==> src/rtl/rr_sched_pkg.sv <==
// Shared types and helpers for the round-robin scheduler.
// Pick helpers operate on a fixed 32-bit vector; callers zero-extend narrower request sets.
package rr_sched_pkg;

   localparam int unsigned NREQ_MIN    = 2;
   localparam int unsigned NREQ_MAX    = 32;
   localparam int unsigned MAXHOLD_MIN = 1;
   localparam int unsigned MAXHOLD_MAX = 15;

   typedef enum logic {
      RR_IDLE = 1'b0,
      RR_OWN  = 1'b1
   } rr_state_t;

   typedef logic [NREQ_MAX-1:0] vec_t;

   typedef struct packed {
      logic       vld;
      logic [4:0] idx;
   } ff_t;

   // Bits strictly above the last winner; those requesters get first chance.
   function automatic vec_t rot_mask(input logic [4:0] ptr);
      vec_t m;
      m = '0;
      for (int unsigned i = 0; i < NREQ_MAX; i++) begin
         m[i] = (i > 32'(ptr));
      end
      return m;
   endfunction

   function automatic ff_t find_first1(input vec_t v);
      ff_t r;
      r = '0;
      for (int unsigned i = 0; i < NREQ_MAX; i++) begin
         if (v[i] && !r.vld) begin
            r.vld = 1'b1;
            r.idx = 5'(i);
         end
      end
      return r;
   endfunction

endpackage

==> src/rtl/rr_sched_pick.sv <==
// Combinational rotating-priority pick: first request above ptr, else first request overall.
module rr_pick
   import rr_sched_pkg::*;
#(
   parameter int unsigned NREQ = 16,
   parameter int unsigned IDXW = 4
) (
   input  logic [NREQ-1:0] req,
   input  logic [IDXW-1:0] ptr,
   output logic            win_vld,
   output logic [IDXW-1:0] win_idx,
   output logic [NREQ-1:0] win_oh
);

   vec_t req_ext;
   ff_t  hi;
   ff_t  lo;
   ff_t  sel;

   always_comb begin
      req_ext = vec_t'(req);
      hi      = find_first1(req_ext & rot_mask(5'(ptr)));
      lo      = find_first1(req_ext);
      sel     = hi.vld ? hi : lo;
      win_vld = sel.vld;
      win_idx = IDXW'(sel.idx);
      win_oh  = '0;
      for (int unsigned i = 0; i < NREQ; i++) begin
         win_oh[i] = sel.vld && (sel.idx == 5'(i));
      end
   end

endmodule

==> src/rtl/rr_sched.sv <==
// Round-robin scheduler with bounded-burst ownership and clock-gate enable
// for the shared resource.
module rr_sched
   import rr_sched_pkg::*;
#(
   parameter  int unsigned NREQ    = 16,
   parameter  int unsigned MAXHOLD = 4,
   localparam int unsigned IDXW    = $clog2(NREQ)
) (
   input  logic            ck,
   input  logic            rst_n,
   input  logic [NREQ-1:0] req,
   input  logic [NREQ-1:0] last,
   output logic [NREQ-1:0] gnt,
   output logic            gnt_vld,
   output logic [IDXW-1:0] gnt_idx,
   output logic            res_ck_en,
   output logic [15:0]     gnt_cnt
);

   localparam logic [3:0] HOLD_MAX = 4'(MAXHOLD);

   rr_state_t       state;
   logic [IDXW-1:0] ptr;
   logic [3:0]      hold;

   logic            win_vld;
   logic [IDXW-1:0] win_idx;
   logic [NREQ-1:0] win_oh;
   logic            rel;
   logic            start;

   // ptr always equals the owner while in OWN, so the same pick gives the owner lowest priority.
   rr_pick #(
      .NREQ (NREQ),
      .IDXW (IDXW)
   ) u_pick (
      .req     (req),
      .ptr     (ptr),
      .win_vld (win_vld),
      .win_idx (win_idx),
      .win_oh  (win_oh)
   );

   always_comb begin
      rel   = (state == RR_OWN) && (!req[ptr] || last[ptr] || (hold == HOLD_MAX));
      start = ((state == RR_IDLE) || rel) && win_vld;
   end

   assign res_ck_en = (|req) | gnt_vld;

   always_ff @(posedge ck or negedge rst_n) begin
      if (!rst_n) begin
         state   <= RR_IDLE;
         ptr     <= IDXW'(NREQ - 1);
         hold    <= '0;
         gnt     <= '0;
         gnt_vld <= 1'b0;
         gnt_idx <= '0;
         gnt_cnt <= '0;
      end else if (start) begin
         state   <= RR_OWN;
         ptr     <= win_idx;
         hold    <= 4'd1;
         gnt     <= win_oh;
         gnt_vld <= 1'b1;
         gnt_idx <= win_idx;
         gnt_cnt <= gnt_cnt + 16'd1;
      end else if (rel) begin
         state   <= RR_IDLE;
         hold    <= '0;
         gnt     <= '0;
         gnt_vld <= 1'b0;
         gnt_idx <= '0;
      end else if (state == RR_OWN && hold != HOLD_MAX) begin
         hold <= hold + 4'd1;
      end
   end

   a_params : assert property (@(posedge ck)
      NREQ >= NREQ_MIN && NREQ <= NREQ_MAX && MAXHOLD >= MAXHOLD_MIN && MAXHOLD <= MAXHOLD_MAX);
   a_onehot : assert property (@(posedge ck) disable iff (!rst_n) $onehot0(gnt));
   a_vld    : assert property (@(posedge ck) disable iff (!rst_n) gnt_vld == (|gnt));
   a_hold   : assert property (@(posedge ck) disable iff (!rst_n) hold <= HOLD_MAX);
   a_stable : assert property (@(posedge ck) disable iff (!rst_n)
      (state == RR_OWN && !rel) |=> $stable(gnt));

endmodule

==> config.mk <==
export PLATFORM = sky130hd
export DESIGN_NAME = rr_sched
export DESIGN_NICKNAME = d
export VERILOG_FILES = /design/src/rtl/rr_sched_pkg.sv /design/src/rtl/rr_sched_pick.sv /design/src/rtl/rr_sched.sv
export SDC_FILE = /design/constraint.sdc
export NUM_CORES = 1
export LEC_CHECK = 0
export ABC_AREA = 1
export CAP_MARGIN = 20
export CELL_PAD_IN_SITES_DETAIL_PLACEMENT = 1
export CELL_PAD_IN_SITES_GLOBAL_PLACEMENT = 2
export CORE_ASPECT_RATIO = 1.2
export CORE_MARGIN = 2
export CORE_UTILIZATION = 25
export DETAILED_ROUTE_END_ITERATION = 6
export HOLD_SLACK_MARGIN = 0.12
export PLACE_DENSITY = 0.8
export SYNTH_ARGS = -nofsm -noshare
export SYNTH_HDL_FRONTEND = slang
export SYNTH_SLANG_ARGS = --single-unit
==> constraint.sdc <==
create_clock -name ck -period 2 [get_ports ck]
set_input_delay 0.5 -clock ck [delete_from_list [all_inputs] [get_ports ck]]
set_output_delay 0.5 -clock ck [all_outputs]
set_load 0.01 [all_outputs]
==> results of run 1 <==
-- through the flow --
stage | hold slack, ps | setup TNS [ps] | setup WS [ps] | util, % | instance area, sq um
5_1_grt | 203.6 | -15220 | -461.7 | 45.32 | 5243
3_5_place_dp | 464.3 | -28450 | -948.2 | 38.40 | 4442
4_1_cts | 188.3 | -10400 | -368.1 | 43.80 | 5066
6_report | 174.6 | -9319 | -312.3 | 45.32 | 5243
2_1_floorplan | 204.4 | -183.8 | -20.07 | - | 2987
3_3_place_gp | 457.5 | -25540 | -873.8 | 38.40 | 4442
-- cell type report --
| cell class | instances | area, sq um |
|---|---|---|
| fillers | 1425 | 6325 |
| multi-input cells | 310 | 1918 |
| repair buffers | 191 | 1655 |
| flip-flops and latches | 45 | 1131 |
| inverters | 49 | 205.2 |
| well taps | 157 | 196.4 |
| clock buffers | 8 | 136.4 |
-- power breakdown --
group | switching [W] | internal, W
sequential | 0.000279 | 0.00121
clock | 0.000334 | 0.000465
combinational | 0.00253 | 0.00237
total | 0.00314 | 0.00404
-- worst reg2reg max path, cell delays in order (launching register included) --
cell,delay (ps)
dfstp_2,570
buf_12,130
nand2_4,90
nand3_4,130
nand3_4,80
nor2_4,110
nand4_4,100
nor2_4,170
nand4_4,160
nor2_4,160
o21ai_1,90
nand2_1,120
nor2_2,50
buf_4,140
nand2_1,60
nand2_1,50
-- cell usage after synthesis --
cell type and n:
ha_1 3, o211ai_1 5, nand2_1 122, clkinv_2 2, nand3_2 5, o21ai_2 1
xnor2_1 9, nand2_2 7, and3_1 1, nand3_1 32, dfstp_2 4, buf_2 5
o21ai_1 1, buf_4 1, nand4_4 2, nor3_1 3, clkinv_1 1, nand4_1 17
inv_1 42, nor2_2 8, o22ai_1 1, o21ai_0 20, nor2_1 44, o221ai_1 4
inv_2 4, a21oi_2 2, buf_6 1, xor2_1 6, nor2_4 4, nand2_4 2
a31oi_1 1, o31ai_1 1, o41ai_1 1, dfrtp_1 41, a21oi_1 8
-- what timing repair did --
item                                    4_1_cts  5_1_grt
pin swaps                                    29       25
buffers inserted                             31       13
endpoints found under the setup margin       45       44
gates resized for setup                      98       46
-- metal layers --
layer	up-vias	GRT usage, %	share of wire, %
met5	-	0	0
met4	0	6.990	2.6
met3	23	4.748	4.7
met2	87	35.08	54
met1	1757	20.08	38
li1	1720	-	-
-- state kept, by name, indices dropped and copies added, names as in the netlist --
signal / count
gnt: 16
hold: 4
gnt_idx: 4
ptr: 4
gnt_cnt: 16
state: 1
-- worst paths after layout --
kind / start / to / slack, ps / depth (start not counted)
max reg2reg: ptr[0] / gnt[4] / -310 / 15
max in group asynchronous: rst_n / gnt_cnt[11] / 1240 / 2
min: rst_n / gnt[3] / 170 / 1
max: ptr[0] / gnt[4] / -310 / 15
min reg2reg: gnt_cnt[15] / gnt_cnt[15] / 480 / 1
min in group ck: gnt_cnt[15] / gnt_cnt[15] / 480 / 1
-- logic make-up after synthesis --
family          after synthesis
compound gates               45
simple gates                247
flops                        45
buf+inv                      56
fa+ha+maj                     3
xor+xnor                     15
==> flow_metrics.env, run 1 <==
export IMPL_ys_warn_count=0
export IMPL_insertion_delay_ps=290
export IMPL_synth_distinct_cells=35
export IMPL_cp_slowest_cell="dfstp_2"
export IMPL_syn_area_per_cell_sq_um=7.221
export IMPL_ys_ff_latch=45
export IMPL_critPathTopFamily="simple AND/OR/NAND/NOR gates"
export IMPL_cp_buffers_inverters=2
export IMPL_synth_simple_area_share_pct=39.25
export IMPL_power_density_nw_per_um2=1370
export IMPL_max_cap_violations=0
export IMPL_clk_path_buf_depth=2
export IMPL_cts_buffers=5
export IMPL_clk_pin_slew_ps=60
export IMPL_cts_tree="done"
export IMPL_first_global_vias=3966
export IMPL_min_period_over_period_pct=115.6
export IMPL_drt_wl_total_mm=11.92
export IMPL_fp_dieArea_sq_um=12760
export IMPL_fmaxAchievable_ghz=0.4325
export IMPL_grtUsageTotal_pct=18.84
export IMPL_cts_hold_buf=0
export IMPL_cp_end_kind="register"
export IMPL_initialDrtViolationCount=89
export IMPL_h_tree_depth=2
export IMPL_wire_per_inst_um=15.68
export IMPL_antenna_cells=0
export IMPL_synth_mux_area_fraction_pct=0
export IMPL_synth_top_family_by_area="simple AND/OR/NAND/NOR gates"
export IMPL_nNetsFinal=639
export IMPL_synth_nets=448
export IMPL_violations="setup timing"
export IMPL_leakagePower_nw=2.516
export IMPL_area_growth_pct=76.64
export IMPL_power_total_w=0.007183
export IMPL_ios=72
export IMPL_period_minus_slack_ps=2312
export IMPL_syn_cell_area_sq_um=2968
export IMPL_clock_skew_ps=2.518
export IMPL_die_x_um=103.5
export IMPL_relSlewSlack_pct=66.98
export IMPL_antenna_found_initial=0
export IMPL_yosysTopAreaCell="dfrtp_1"
export IMPL_crit_required_ps=2180
export IMPL_hpwl_mm=8.569
export IMPL_io_buffer_count=71
export IMPL_drt_first_pass_iters=4
export IMPL_num_vias=3587
export IMPL_ys_seq_area_share_pct=38.11
export IMPL_fp_row_count=43
export IMPL_remaining_drc_errors=0
export IMPL_slowest_delay_ps=570
export IMPL_irDropWorstVdd_v=0.0009420
export IMPL_grt_overflow_total=0
export IMPL_status="finished, violations left"
export IMPL_fp_dieH_um=123.4
export IMPL_rsz0062_at_grt="true"
export IMPL_synth_area_leaders="dfrtp_1 35%, nand2_1 15%, nor2_1 5.6%"
export IMPL_grt_max_degree=22
export IMPL_synth_compound_area_share_pct=9.191
export IMPL_yosys_area_share_xor_xnor_pct=4.427
export IMPL_worst_setup_path_type="reg -> reg"
export IMPL_final_cell_mix="109 x nand2_1, 105 x buf_4, 55 x clkdlybuf4s50_1"
export IMPL_synth_top_area_share_pct=34.57
export IMPL_arrival_ps=2490
export IMPL_cts_sinks=45
export IMPL_drtAntennaViolNets=0
export IMPL_tightest_slew_ps=495.3
export IMPL_hp_class="in -> async"
export IMPL_slew_violations=0
export IMPL_grt_pass1_wl_mm=18.57
export IMPL_globalplace_congestion=0.8684
export IMPL_initial_core_util_pct=25.66
export IMPL_final_common_cell="nand2_1"
export IMPL_synth_fa_ha_area_share_pct=1.265
export IMPL_root_buffer="clkbuf_16"
export IMPL_layout_drive_gt1_share_pct=37.31
export IMPL_path_cells="buf_12 > nand2_4 > nand3_4 > nand3_4 > nor2_4 > nand4_4 > nor2_4 > nand4_4 > nor2_4 > o21ai_1 > nand2_1 > nor2_2 > buf_4 > nand2_1 > nand2_1"
export IMPL_vias_per_cell=4.720
export IMPL_hold_viol=0
export IMPL_layout_cells_non_filler=760
export IMPL_crit_fanout=6
export IMPL_dp_cells=709
export IMPL_worst_setup_path_start_kind="register"
export IMPL_setup_viol=43
export IMPL_finalWorstSetupSlack_ps=-312.3
export IMPL_core_sq_um=11570
export IMPL_netlist_instances=411
Note: power is estimated with default switching activity, not from simulation.
==> inputs of run 2 (changes only) <==
--- a/config.mk
+++ b/config.mk
@@ -12,6 +12,7 @@
 export CORE_ASPECT_RATIO = 1.2
 export CORE_MARGIN = 2
 export CORE_UTILIZATION = 25
+export CTS_BUF_LIST = sky130_fd_sc_hd__clkbuf_4
 export DETAILED_ROUTE_END_ITERATION = 6
 export HOLD_SLACK_MARGIN = 0.12
 export PLACE_DENSITY = 0.8
==> flow_metrics.env, run 2 (synthesized netlist as in run 1, its figures left out) <==
export IMPL_nNetsFinal=635
export IMPL_cts_sinks=45
export IMPL_clk_path_buf_depth=2
export IMPL_h_tree_depth=2
export IMPL_hold_viol=0
export IMPL_arrival_ps=2580
export IMPL_initialDrtViolationCount=97
export IMPL_globalplace_congestion=0.8684
export IMPL_grt_max_degree=22
export IMPL_finalWorstSetupSlack_ps=-309.2
export IMPL_grt_overflow_total=0
export IMPL_core_sq_um=11570
export IMPL_die_x_um=103.5
export IMPL_max_cap_violations=0
export IMPL_initial_core_util_pct=25.66
export IMPL_rsz0062_at_grt="true"
export IMPL_area_growth_pct=70.57
export IMPL_io_buffer_count=71
export IMPL_period_minus_slack_ps=2309
export IMPL_drt_first_pass_iters=4
export IMPL_fp_dieH_um=123.4
export IMPL_root_buffer="clkbuf_4"
export IMPL_hp_class="reg -> reg"
export IMPL_nFillCells=1444
export IMPL_cp_end_kind="register"
export IMPL_setup_viol=43
export IMPL_clk_pin_slew_ps=130
export IMPL_worst_setup_path_start_kind="register"
export IMPL_tightest_slew_ps=487.2
export IMPL_irDropWorstVdd_v=0.0007099
export IMPL_num_vias=3532
export IMPL_final_cell_mix="112 x nand2_1, 102 x buf_4, 56 x clkdlybuf4s50_1"
export IMPL_violations="setup timing"
export IMPL_dp_cells=709
export IMPL_multi_input_area_sq_um=1857
export IMPL_cts_buffers=5
export IMPL_antenna_found_initial=1
export IMPL_status="finished, violations left"
export IMPL_insertion_delay_ps=370
export IMPL_drtAntennaViolNets=0
export IMPL_cts_tree="done"
export IMPL_vias_per_cell=4.666
export IMPL_grtUsageTotal_pct=18.71
export IMPL_final_common_cell="nand2_1"
export IMPL_relSlewSlack_pct=67.52
export IMPL_fp_dieArea_sq_um=12760
export IMPL_grt_pass1_wl_mm=18.34
export IMPL_worst_setup_path_type="reg -> reg"
export IMPL_clock_skew_ps=11.56
export IMPL_hpwl_mm=8.569
export IMPL_layout_cells_non_filler=757
export IMPL_remaining_drc_errors=0
export IMPL_largestRegisters="gnt: 16 flops, gnt_cnt: 16 flops"
export IMPL_fmaxAchievable_ghz=0.4331
export IMPL_register_area_sq_um=1132
export IMPL_layout_drive_gt1_share_pct=36.23
export IMPL_ios=72
export IMPL_first_global_vias=3911
export IMPL_crit_fanout=6
export IMPL_place_ws_ps=-948.2
export IMPL_slew_violations=0
export IMPL_fp_row_count=43
export IMPL_leakagePower_nw=2.466
export IMPL_drt_wl_total_mm=11.69
export IMPL_min_period_over_period_pct=115.5
export IMPL_crit_required_ps=2270
export IMPL_wire_per_inst_um=15.44
export IMPL_power_density_nw_per_um2=1271
## run 2: where the power goes
part | switching (W) | internal (W) | leakage (nW) | total, W
sequential | 0.000272 | 0.00121 | 0.557 | 0.00148
clock | 0.000296 | 0.000181 | 0.0368 | 0.000477
combinational | 0.00235 | 0.00213 | 1.87 | 0.00448
total | 0.00292 | 0.00352 | 2.47 | 0.00644
## run 2: cell type report
class,instances,area share [%]
Clock buffer,8,1.186
Tap cell,157,3.880
Multi-Input combinational cell,310,36.68
Sequential cell,45,22.37
Timing Repair Buffer,187,31.93
Antenna cell,1,0.04943
Inverter,49,3.905
## run 2: critical path, stage by stage (launching register included)
cell and delay [ps]:
dfstp_2 590, buf_12 130, nand2_4 90, nand3_4 130, nand3_4 80, nor2_4 110
nand4_4 90, nor2_4 170, nand4_4 150, nor2_4 160, nand3_2 90, nand2_2 100
nor2_1 50, buf_4 150, nand2_1 60, nand2_1 50
## run 2: metal layers
layer | GRT usage [%] | wire length (um)
met1 | 19.96 | 4506
met2 | 35.08 | 6357
met3 | 4.127 | 551
met4 | 7.237 | 272
met5 | 0 | 0
## run 2: final timing paths
| path | startpoint | slack [ps] | end | cells after the start |
|---|---|---|---|---|
| setup / recovery | ptr[0] | -310 | gnt[6] | 15 |
| hold / removal | gnt_cnt[15] | 480 | gnt_cnt[15] | 1 |
| setup reg to reg | ptr[0] | -310 | gnt[6] | 15 |
| hold reg to reg | gnt_cnt[15] | 480 | gnt_cnt[15] | 1 |
| max in group asynchronous | rst_n | 810 | gnt_cnt[13] | 3 |
| min in group asynchronous | rst_n | 600 | gnt[3] | 2 |
## run 2: per-stage QoR
stage               hold WS (ps)  cell area [sq um]  setup TNS (ps)  total power, W  util [%]
finish                     483.7               5062           -8796        0.006435     43.76
floorplan                  204.4               2987          -183.8        0.003387         -
CTS                        488.3               4960          -10570        0.006385     42.88
detailed placement         464.3               4442          -28450        0.005199     38.40
global placement           457.5               4442          -25540        0.005116     38.40
global route               515.9               5062          -16390        0.006982     43.76
## run 2: timing repair
item | in CTS | in global routing
hold endpoints to repair | 15 | 0
resized for setup | 75 | 50
hold buffers | 1 | 0
setup buffers | 33 | 5
endpoints found under the setup margin | 41 | 44
pin swaps | 35 | 24
==> RTL change, RTL diff (flow settings as in run 2) <==
`NREQ` is set to 16 in 2 places; all go to 32.
--- a/src/rtl/rr_sched_pick.sv
+++ b/src/rtl/rr_sched_pick.sv
@@ -3,5 +3,5 @@
    import rr_sched_pkg::*;
 #(
-   parameter int unsigned NREQ = 16,
+   parameter int unsigned NREQ = 32,
    parameter int unsigned IDXW = 4
 ) (
--- a/src/rtl/rr_sched.sv
+++ b/src/rtl/rr_sched.sv
@@ -4,5 +4,5 @@
    import rr_sched_pkg::*;
 #(
-   parameter  int unsigned NREQ    = 16,
+   parameter  int unsigned NREQ    = 32,
    parameter  int unsigned MAXHOLD = 4,
    localparam int unsigned IDXW    = $clog2(NREQ)
Ports: changed (resized gnt, gnt_idx, last and req); port bits go from 72 to 121. No check against the original RTL was run, so the function may have changed too.
==> RTL change against run 2 <==
  * Count of clock-buffer cells in the layout grew 1
  * Highest routed layer unchanged
  * Power grew 97%
  * Synthesized area grew 53%
  * The flow still finishes with violations (setup timing)
  * Worst setup slack lost 1.3 ns
  * Wire length grew 94%
  * Final area grew 79%
  * Non-clock buffer count grew 197
  * Die area grew 51%
  * Sequential cell count grew 18
==> RTL change: results <==
group,metric,value,unit
run_status,status,"complete, but fails checks",
run_status,violations,"setup timing",
worst_hold_path,min_path_cells,2,
final_layout,reg_top3,"gnt (32), gnt_cnt (16)",
placed_design,postPlaceCellArea,7350,µm²
placed_design,finalWeightedCongestion,0.880,
yosys,netlist_top_cells_count,"140 x nand2_1, 86 x inv_1, 58 x dfrtp_1, 58 x nor2_1, 53 x nand3_1",
routing,wl_met1,8.52,mm
final_layout,nNetsFinal,1078,
yosys,seq_area_frac_synth,34.9,%
final_layout,antennaDiodeCount,0,
critical_path,r2r_cells,25,
final_layout,area_growth,100,%
clock_network,numCtsBuffers,9,
yosys,yosys.cell_types.count,41,
routing,wl_met2,12.3,mm
yosys,synthesis.nets,699,
critical_path,critPathMaxStageDelay,0.64,ns
routing,routed_via_density,4.91,
sta,finalSetupTns,-83.86,ns
yosys,synth_xor_area_share,3.29,%
global_route,first_global_vias,6830,
clock_network,worstSkewPairLatency,0.41,ns
power_and_ir_drop,pg_clk,0.853,mW
routing,routedWlPerCell,18.4,µm
power_and_ir_drop,sequentialPowerShare,15.3,%
power_and_ir_drop,p_int,6.70,mW
sta,fin_hold_ws,0.490,ns
placed_design,dp_slack,-2.07,ns
yosys,synth-compound-area-share,15.0,%
sta,fin_skew,0.0244,ns
global_route,grt_use_met2,43.9,%
global_route,met1_usage,24.6,%
yosys,synth_fa_ha_area_share,0.829,%
sta,worst_slack,-1.57,ns
global_route,grt_usage,22.7,%
global_route,grt_antenna_before_repair,0,
yosys,syn_avg_cell_area,7.19,µm²
critical_path,cp.arrival,3.91,ns
final_layout,fillCellCount,2076,
routing,met3_length,1.12,mm
clock_network,htreeDepth,3,
sta,setup_viol_count_final,64,
global_route,grtUsageMet3,3.83,%
power_and_ir_drop,clkPwrFrac,6.7,%
placed_design,numPortBuffers,120,
routing,drt_wl_total,22.7,mm
sta,worst_pin_slew,0.608,ns
## RTL change: area by class of cell
type                       count  area share, %
timing repair buffer         384           37.7
multi-input combinational    457           35.9
sequential                    63           17.5
inverter                      94           4.49
tap                          220           3.04
clock buffer                   9          0.746
clock inverter                 7          0.704
## RTL change: worst paths after layout
check	end	startpoint
max reg2reg	gnt[9]$_DFFE_PN0P_	ptr[1]$_DFFE_PN1P_
max	gnt[9]$_DFFE_PN0P_	ptr[1]$_DFFE_PN1P_
max in group asynchronous	gnt_cnt[7]$_DFFE_PN0P_	rst_n
min in group asynchronous	gnt[20]$_DFFE_PN0P_	rst_n
min reg2reg	gnt[28]$_DFFE_PN0P_	gnt[28]$_DFFE_PN0P_
min	gnt[28]$_DFFE_PN0P_	gnt[28]$_DFFE_PN0P_
## RTL change: timing repair
action,4_1_cts,5_1_grt
hold endpoints to repair,17,0
buffers inserted,68,39
resized for setup,159,85
setup endpoints to repair,65,65
gates cloned,1,0
hold buffers,1,0
pin swaps,47,55
